<file path="config.mk">
export PLATFORM = sky130hd
export DESIGN_NAME = dram_request_arbiter
export DESIGN_NICKNAME = d
export VERILOG_FILES = /design/src/rtl/dram_request_arbiter.sv
export SDC_FILE = /design/constraint.sdc
export NUM_CORES = 1
export LEC_CHECK = 0
export CAP_MARGIN = 10
export CORE_AREA = 5 5 140 142
export CTS_CLUSTER_DIAMETER = 50
export DETAILED_ROUTE_END_ITERATION = 10
export DIE_AREA = 0 0 145 147
export GPL_TIMING_DRIVEN = 0
export SLEW_MARGIN = 20
export SYNTH_ARGS = -nofsm -noshare
export SYNTH_HDL_FRONTEND = slang
export SYNTH_SLANG_ARGS = --single-unit
</file>
<file path="constraint.sdc">
create_clock -name clk_dram_ctrl -period 7.3 [get_ports clk_dram_ctrl]
set_input_delay 1.46 -clock clk_dram_ctrl [delete_from_list [all_inputs] [get_ports clk_dram_ctrl]]
set_output_delay 1.46 -clock clk_dram_ctrl [all_outputs]
set_load 0.01 [all_outputs]
</file>
<file path="src/rtl/dram_request_arbiter.sv">
// ---------------------------------------------------------------------------
// dram_request_arbiter
//
// Shares the single UberDDR3 request port among three requesters: audio
// sample reads, video frame-buffer writes and video frame-buffer reads.
// A new grant decision is made every clock cycle. Audio normally wins.
// The two video requesters alternate round-robin. A per-requester wait
// counter lets a video requester that has waited too long preempt audio.
// A credit counter limits how many requests can be in flight at the
// controller.
//
// The grant path is purely combinational, so a valid request can reach
// memrequest_en in the same cycle.
//
// Parameters:
//   STARVE_LIMIT    cycles a valid video requester may wait before it
//                   preempts audio
//   MAX_OUTSTANDING maximum number of issued but uncompleted requests
//   OUT_W           width of the outstanding counter
//
// Ports:
//   clk_dram_ctrl, rst_dram_ctrl   controller clock, async active-high reset
//   enable                         low blocks every grant
//   aud_rd_*                       audio read request (valid/ready/addr)
//   vid_wr_*                       video write request (valid/ready/addr/data)
//   vid_rd_*                       video read request (valid/ready/addr)
//   memrequest_*                   request port towards the DDR3 controller
//   last_grant                     registered: 0 none, 1 aud, 2 vid_wr, 3 vid_rd
//   outstanding                    number of requests currently in flight
// ---------------------------------------------------------------------------
module dram_request_arbiter #(
    parameter int STARVE_LIMIT    = 16,
    parameter int MAX_OUTSTANDING = 32,
    parameter int OUT_W           = 6
) (
    input  logic              clk_dram_ctrl,
    input  logic              rst_dram_ctrl,
    input  logic              enable,

    input  logic              aud_rd_valid,
    output logic              aud_rd_ready,
    input  logic [23:0]       aud_rd_addr,

    input  logic              vid_wr_valid,
    output logic              vid_wr_ready,
    input  logic [23:0]       vid_wr_addr,
    input  logic [127:0]      vid_wr_data,

    input  logic              vid_rd_valid,
    output logic              vid_rd_ready,
    input  logic [23:0]       vid_rd_addr,

    output logic [23:0]       memrequest_addr,
    output logic              memrequest_en,
    output logic [127:0]      memrequest_write_data,
    output logic              memrequest_write_enable,
    input  logic              memrequest_busy,
    input  logic              memrequest_complete,

    output logic [1:0]        last_grant,
    output logic [OUT_W-1:0]  outstanding
);

    localparam int WAIT_W = $clog2(STARVE_LIMIT + 1);

    typedef enum logic [1:0] {
        GNT_NONE = 2'd0,
        GNT_AUD  = 2'd1,
        GNT_WR   = 2'd2,
        GNT_RD   = 2'd3
    } grant_t;

    // rr_ptr = 0 favours vid_wr, 1 favours vid_rd
    logic              rr_ptr;
    logic [WAIT_W-1:0] wait_wr;
    logic [WAIT_W-1:0] wait_rd;

    logic   can_issue;
    logic   starved_wr;
    logic   starved_rd;
    logic   video_grant;
    logic   any_grant;
    grant_t grant;

    // A starved requester only counts while it is still asking; a counter
    // left at the limit by a request that just dropped must not win.
    assign can_issue  = enable && !memrequest_busy &&
                        (outstanding < OUT_W'(MAX_OUTSTANDING));
    assign starved_wr = vid_wr_valid && (wait_wr == WAIT_W'(STARVE_LIMIT));
    assign starved_rd = vid_rd_valid && (wait_rd == WAIT_W'(STARVE_LIMIT));

    // Grant selection. Reset is folded in so nothing is handed out while
    // the block is held in reset, even with valids already asserted.
    always_comb begin
        grant = GNT_NONE;
        if (can_issue && !rst_dram_ctrl) begin
            if (starved_wr && starved_rd) begin
                grant = rr_ptr ? GNT_RD : GNT_WR;
            end else if (starved_wr) begin
                grant = GNT_WR;
            end else if (starved_rd) begin
                grant = GNT_RD;
            end else if (aud_rd_valid) begin
                grant = GNT_AUD;
            end else if (vid_wr_valid && vid_rd_valid) begin
                grant = rr_ptr ? GNT_RD : GNT_WR;
            end else if (vid_wr_valid) begin
                grant = GNT_WR;
            end else if (vid_rd_valid) begin
                grant = GNT_RD;
            end
        end
    end

    assign any_grant   = (grant != GNT_NONE);
    assign video_grant = (grant == GNT_WR) || (grant == GNT_RD);

    // Request port mux: address and data are zeroed on idle cycles so the
    // controller never sees stale values alongside a low strobe.
    always_comb begin
        aud_rd_ready            = 1'b0;
        vid_wr_ready            = 1'b0;
        vid_rd_ready            = 1'b0;
        memrequest_en           = any_grant;
        memrequest_addr         = 24'd0;
        memrequest_write_data   = 128'd0;
        memrequest_write_enable = 1'b0;
        case (grant)
            GNT_AUD: begin
                aud_rd_ready    = 1'b1;
                memrequest_addr = aud_rd_addr;
            end
            GNT_WR: begin
                vid_wr_ready            = 1'b1;
                memrequest_addr         = vid_wr_addr;
                memrequest_write_data   = vid_wr_data;
                memrequest_write_enable = 1'b1;
            end
            GNT_RD: begin
                vid_rd_ready    = 1'b1;
                memrequest_addr = vid_rd_addr;
            end
            default: begin
            end
        endcase
    end

    // Arbitration state. The round-robin pointer moves to the video
    // requester that was not just served, so a lone requester granted while
    // its partner was idle hands the next turn to the partner.
    always_ff @(posedge clk_dram_ctrl or posedge rst_dram_ctrl) begin
        if (rst_dram_ctrl) begin
            rr_ptr     <= 1'b0;
            wait_wr    <= '0;
            wait_rd    <= '0;
            last_grant <= 2'd0;
        end else begin
            if (video_grant) begin
                rr_ptr <= (grant == GNT_WR);
            end

            if (!vid_wr_valid || grant == GNT_WR) begin
                wait_wr <= '0;
            end else if (wait_wr != WAIT_W'(STARVE_LIMIT)) begin
                wait_wr <= wait_wr + WAIT_W'(1);
            end

            if (!vid_rd_valid || grant == GNT_RD) begin
                wait_rd <= '0;
            end else if (wait_rd != WAIT_W'(STARVE_LIMIT)) begin
                wait_rd <= wait_rd + WAIT_W'(1);
            end

            if (any_grant) begin
                last_grant <= grant;
            end
        end
    end

    // In-flight credit counter. A completion with nothing outstanding is
    // treated as spurious and dropped rather than wrapping the count.
    always_ff @(posedge clk_dram_ctrl or posedge rst_dram_ctrl) begin
        if (rst_dram_ctrl) begin
            outstanding <= '0;
        end else begin
            case ({any_grant, memrequest_complete})
                2'b10: outstanding <= outstanding + OUT_W'(1);
                2'b01: begin
                    if (outstanding != '0) begin
                        outstanding <= outstanding - OUT_W'(1);
                    end
                end
                default: begin
                end
            endcase
        end
    end

endmodule

</file>
==> flow_summary.yaml, run 1 <==
floorplanning:
  num_rows: 50
  die_y_um: 147
  io_pins: 373
  start_util_pct: 14.5
  core_um2: 18300
  die_area_um2: 21300
  die_w_um: 145
sta:
  worstMarginPinSlew_ns: 0.849
  slew_headroom_pct: 42.9
  rsz0062_at_grt: "false"
  fmax_mhz: 176
  fin_crit_ns: 5.69
  final_max_slew_viol_count: 0
  finalHoldViolations: 0
  finClkSkew_ns: 0.00468
  finalSetupTns_ns: 0
  setup_violations: 0
  fin_crit_sh_pct: 78.0
logic_synthesis:
  async_flop_share_pct: 100
  synthTopCellsByArea: "and2_1 30%, dfrtp_1 18%, mux2i_1 11%"
  synth_top_cell_by_area: "and2_1"
  syn_inst: 325
  netlist.area_leader.share_pct: 30.3
  syn_nets: 542
  yosys_warnings: 0
  synth.most_common_cell: "and2_1"
  ys_seq_area_share_pct: 17.8
  synth-seq-cells: 19
  synth_common_cells: "129 x and2_1, 28 x mux2i_1, 24 x o2bb2ai_1"
  synth_flop_cell: "dfrtp_1"
  syn_area_per_cell_um2: 8.20
  syn-cell-area_um2: 2670
  synth.distinct_cells: 42
  synth_edf_count: 0
placement:
  port_buffers: 371
  dp_hpwl_mm: 16.6
  place_inst: 930
  place.gp.congestion: 0.817
grt:
  grt_max_degree: 20
  use_met2_pct: 29.1
  grt_usage_pct: 16.5
  busiest_layer: "met2"
  grt-ovfl-total: 0
  grt_antenna_before_repair: 2
  grt_pass1_vias: 3926
  grtUsageMet1_pct: 20.7
  grt_pass1_wl_mm: 26.9
  grt_use_met3_pct: 4.63
clocking:
  cts_root_buf: "clkbuf_16"
  clk_pin_slew_worst_paths_ns: 0.06
  cts_setup_buffers: 0
  holdBufCountCts: 0
  clock-sinks: 19
  max-clock-path-buffers: 2
  cts_tree: "built"
  cts_buffers: 3
  post_cts_resized: 0
  clk_latency_ns: 0.26
  h-tree-depth: 1
worst_setup_path:
  worst_path_most_repeated_cell: "clkdlybuf4s50_1"
  cp.required_ns: 5.84
  cp_slowest_stage_delay_ns: 0.59
  cp-end-kind: "output pin"
  worstSetupPathType: "in -> out"
  worst_ep_arrival_time_ns: 4.23
  critPathLaunchType: "input port"
  cp_slowest_cell: "clkdlybuf4s50_1"
  path_cells: "clkdlybuf4s50_1 > nor4b_4 > and2_1 > a32oi_2 > a21oi_2 > buf_2 > buf_4 > o2bb2ai_1 > clkdlybuf4s50_1"
  worst-path-max-fanout: 10
pwr:
  vdd_drop_max_mv: 0.0949
  power_uw: 720
  p_leak_nw: 2.78
  p_per_area_nw_per_um2: 107
detailed_routing:
  antenna_left: 0
  detail_route.first_pass.iterations: 4
  num_vias: 3723
  drc: 0
  viasPerCell: 3.98
  drt_iter0_markers: 71
  wl_mm: 19.0
  wl_per_cell_um: 20.3
final_layout:
  instances_no_fill: 936
  drive_gt1_share_pct: 4.71
  final_nets: 918
  synthToLayoutAreaGrowth_pct: 154
  post-route-util_pct: 36.9
status:
  status: "finished clean"
hold_path:
  min_path_type: "reg -> reg"
flow_run:
  maxCapViolCount: 0
==> worst paths after layout <==
| check | startpoint | to | slack, ns | cells after the start |
|---|---|---|---|---|
| hold reg to reg | last_grant[0] | last_grant[0] | 0.47 | 2 |
| max in group asynchronous | rst_dram_ctrl | outstanding[1] | 5.07 | 2 |
| setup reg to reg | outstanding[5] | outstanding[4] | 4.39 | 10 |
| hold / removal | last_grant[0] | last_grant[0] | 0.47 | 2 |
| setup / recovery | memrequest_busy | memrequest_addr[17] | 1.61 | 9 |
| min in group asynchronous | rst_dram_ctrl | wait_wr[4] | 1.74 | 2 |
==> stage by stage <==
stage | instance area (µm²) | worst slack (ns) | hold slack, ns
final | 6760 | 1.61 | 0.470
after global routing | 6760 | 1.38 | 0.495
after CTS | 6750 | 1.54 | 0.479
after detailed placement | 6670 | 1.57 | 0.464
after global placement | 6670 | 1.56 | 0.461
after floorplan | 2670 | 3.02 | 0.515
==> cell type report <==
type,count,area [µm²]
Clock buffer,3,75.1
Buffer,25,143
Fill cell,1883,11600
Sequential cell,19,475
Inverter,12,45.0
Multi-Input combinational cell,269,2000
Timing Repair Buffer,371,3710
Tap cell,234,293
Antenna cell,2,5.00
Clock inverter,1,7.51
==> power breakdown <==
part	leakage [nW]	total (mW)	switching [mW]	internal (mW)
combinational	2.50	0.435	0.169	0.266
clock	0.0371	0.117	0.0433	0.0741
sequential	0.240	0.168	0.0339	0.134
==> per-layer routing <==
layer  vias to the layer above  routed length (µm)
met1                      1707                8040
li1                       1849                   -
met2                       159                9500
met5                         -                   0
met4                         0                 162
met3                         8                1290
==> cells in the final DEF, fill, tap and decap left out, types with 5 or more instances in the layout <==
cell type and count:
dfrtp_1 19, nor2_1 7, o2bb2ai_1 24, and2_1 129, xnor2_1 8, a21oi_1 5
inv_1 11, clkbuf_1 6, buf_2 12, o211a_1 5, buf_4 5, ha_1 8
clkdlybuf4s50_1 371, mux2i_1 28, nand2_1 8
==> worst max-delay path, delay by kind of cell <==
kind	cells	cell delay, ns
buffers and inverters	4	1.51
AO/OA/AOI/OAI	3	0.63
AND/OR/NAND/NOR	2	0.62
==> cell families after synthesis <==
logic type,Yosys count,synth area share (%)
adder cells (fa/ha/maj),9,4.51
buffers and inverters,37,7.04
AND/OR/NAND/NOR,168,40.1
flip-flops,19,17.8
XOR/XNOR,10,3.29
multiplexers,29,10.9
AO/OA/AOI/OAI,53,16.2
==> registers in the layout (all words and copies together), names as in the netlist <==
name and count:
last_grant 2, wait_wr 5, wait_rd 5, rr_ptr 1, outstanding 6
Note: power is estimated with default switching activity, not from simulation.
==> run 2, diff against run 1 <==
--- a/config.mk
+++ b/config.mk
@@ -6,10 +6,10 @@
 export NUM_CORES = 1
 export LEC_CHECK = 0
 export CAP_MARGIN = 10
-export CORE_AREA = 5 5 140 142
+export CORE_AREA = 5 5 141 143
 export CTS_CLUSTER_DIAMETER = 50
 export DETAILED_ROUTE_END_ITERATION = 10
-export DIE_AREA = 0 0 145 147
+export DIE_AREA = 0 0 146 148
 export GPL_TIMING_DRIVEN = 0
 export SLEW_MARGIN = 20
 export SYNTH_ARGS = -nofsm -noshare
==> constraint.sdc (replaced) <==
create_clock -name clk_dram_ctrl -period 5.8 [get_ports clk_dram_ctrl]
set_input_delay 1.16 -clock clk_dram_ctrl [delete_from_list [all_inputs] [get_ports clk_dram_ctrl]]
set_output_delay 1.16 -clock clk_dram_ctrl [all_outputs]
set_load 0.01 [all_outputs]
==> flow_summary.yaml, run 2 (synthesis gave the netlist of run 1 again) <==
detailed_routing:
  drc: 0
  wl_per_cell_um: 19.8
  viasPerCell: 3.96
  num_vias: 3698
  drt_iter0_markers: 147
  wl_mm: 18.5
  detail_route.first_pass.iterations: 4
  antenna_left: 0
clocking:
  holdBufCountCts: 0
  post_cts_resized: 0
  clk_latency_ns: 0.25
  clk_pin_slew_worst_paths_ns: 0.06
  h-tree-depth: 1
  clock-sinks: 19
  cts_setup_buffers: 0
  max-clock-path-buffers: 2
  cts_buffers: 3
  cts_root_buf: "clkbuf_16"
  cts_tree: "built"
worst_setup_path:
  cp.required_ns: 4.64
  r2r_cells: 10
  worstSetupPathType: "in -> out"
  critPathLaunchType: "input port"
  worst-path-max-fanout: 11
  worst_ep_arrival_time_ns: 3.99
  cp-end-kind: "output pin"
final_layout:
  drive_gt1_share_pct: 4.71
  final_cell_mix: "371 x clkdlybuf4s50_1, 129 x and2_1, 28 x mux2i_1"
  regArea_um2: 475
  multi_input_area_um2: 2000
  synthToLayoutAreaGrowth_pct: 153
  final_nets: 918
  largest_register: "outstanding"
  final_common_cell: "clkdlybuf4s50_1"
  largest_reg_flops: 6
  postLayoutCellArea_um2: 6750
  n_fill_cell: 1875
  largestRegisters: "outstanding x6, wait_rd x5, wait_wr x5"
grt:
  grt_pass1_wl_mm: 26.4
  grt-ovfl-total: 0
  grt_usage_pct: 16.0
  grt_max_degree: 20
  grt_pass1_vias: 3934
  grt_antenna_before_repair: 1
sta:
  fin_crit_ns: 5.15
  finalHoldViolations: 0
  fin_crit_sh_pct: 88.9
  worstMarginPinSlew_ns: 0.760
  finClkSkew_ns: 0.00490
  fmax_mhz: 194
  rsz0062_at_grt: "false"
  final_max_slew_viol_count: 0
  setup_violations: 0
  finalSetupTns_ns: 0
  slew_headroom_pct: 48.9
floorplanning:
  die_y_um: 148
  num_rows: 50
  core_um2: 18500
  io_pins: 373
  die_area_um2: 21600
  start_util_pct: 14.4
  die_w_um: 146
pwr:
  vdd_drop_max_mv: 0.0883
  p_leak_nw: 2.78
  p_per_area_nw_per_um2: 134
placement:
  place.gp.congestion: 0.884
  dp_hpwl_mm: 16.0
  dpl-instance-area_um2: 6670
  port_buffers: 371
flow_run:
  maxCapViolCount: 0
hold_path:
  min_path_type: "reg -> reg"
  whs_path_depth: 2
status:
  status: "finished clean"
==> run 2: changes by cell type in the layout (fill, tap and decap cells not counted), sizes merged <==
cell,before,now
diode,2,1
clkinvlp,1,0
clkinv,0,1
==> run 2: worst paths after layout <==
path / start / endpoint / slack [ns]
min in group asynchronous: rst_dram_ctrl / wait_wr[3] / 1.43
worst max register to register: outstanding[5] / outstanding[4] / 2.89
max in group asynchronous: rst_dram_ctrl / wait_wr[2] / 3.89
worst min-delay path: last_grant[0] / last_grant[0] / 0.48
worst max-delay path: memrequest_busy / memrequest_addr[5] / 0.65
worst min register to register: last_grant[0] / last_grant[0] / 0.48
==> run 2: report_power, final <==
group          internal (mW)  switching (mW)  total (mW)
logic                  0.336           0.215       0.551
registers              0.169          0.0380       0.207
clock network         0.0926          0.0538       0.146
==> run 2: cell type report <==
type | instances | area share, %
Antenna cell | 1 | 0.0371
Buffer | 25 | 2.11
Clock buffer | 3 | 1.11
Clock inverter | 1 | 0.0741
Inverter | 12 | 0.667
Multi-Input combinational cell | 269 | 29.6
Sequential cell | 19 | 7.04
Tap cell | 234 | 4.33
Timing Repair Buffer | 371 | 55.0
==> run 2: worst max-delay path: stages <==
cell and delay (ns):
clkdlybuf4s50_1 0.44, nor4b_4 0.40, and2_1 0.22, a32oi_2 0.12, a21oi_2 0.35, buf_2 0.29, buf_4 0.23, o2bb2ai_1 0.19
clkdlybuf4s50_1 0.59
==> run 2: per-stage QoR <==
step           hold slack (ns)  utilization, %  std cells  total power, mW  worst slack, ns
6_report                 0.482            36.6        935            0.904            0.646
5_1_grt                  0.512            36.6        935            0.967            0.460
4_1_cts                  0.486            36.6        934            0.915            0.597
3_5_place_dp             0.472            36.1        930            0.762            0.606
3_3_place_gp             0.460            36.1        930            0.756            0.632
2_1_floorplan            0.515               -        325            0.441             2.12
==> run 2: routing by layer <==
| metal | GRT usage [%] | wire length, µm | vias to the layer above |
|---|---|---|---|
| met5 | 0 | 0 | - |
| met4 | 2.35 | 242 | 0 |
| met3 | 5.55 | 1470 | 16 |
| met2 | 28.0 | 9220 | 148 |
| met1 | 19.4 | 7600 | 1681 |
| li1 | - | - | 1853 |
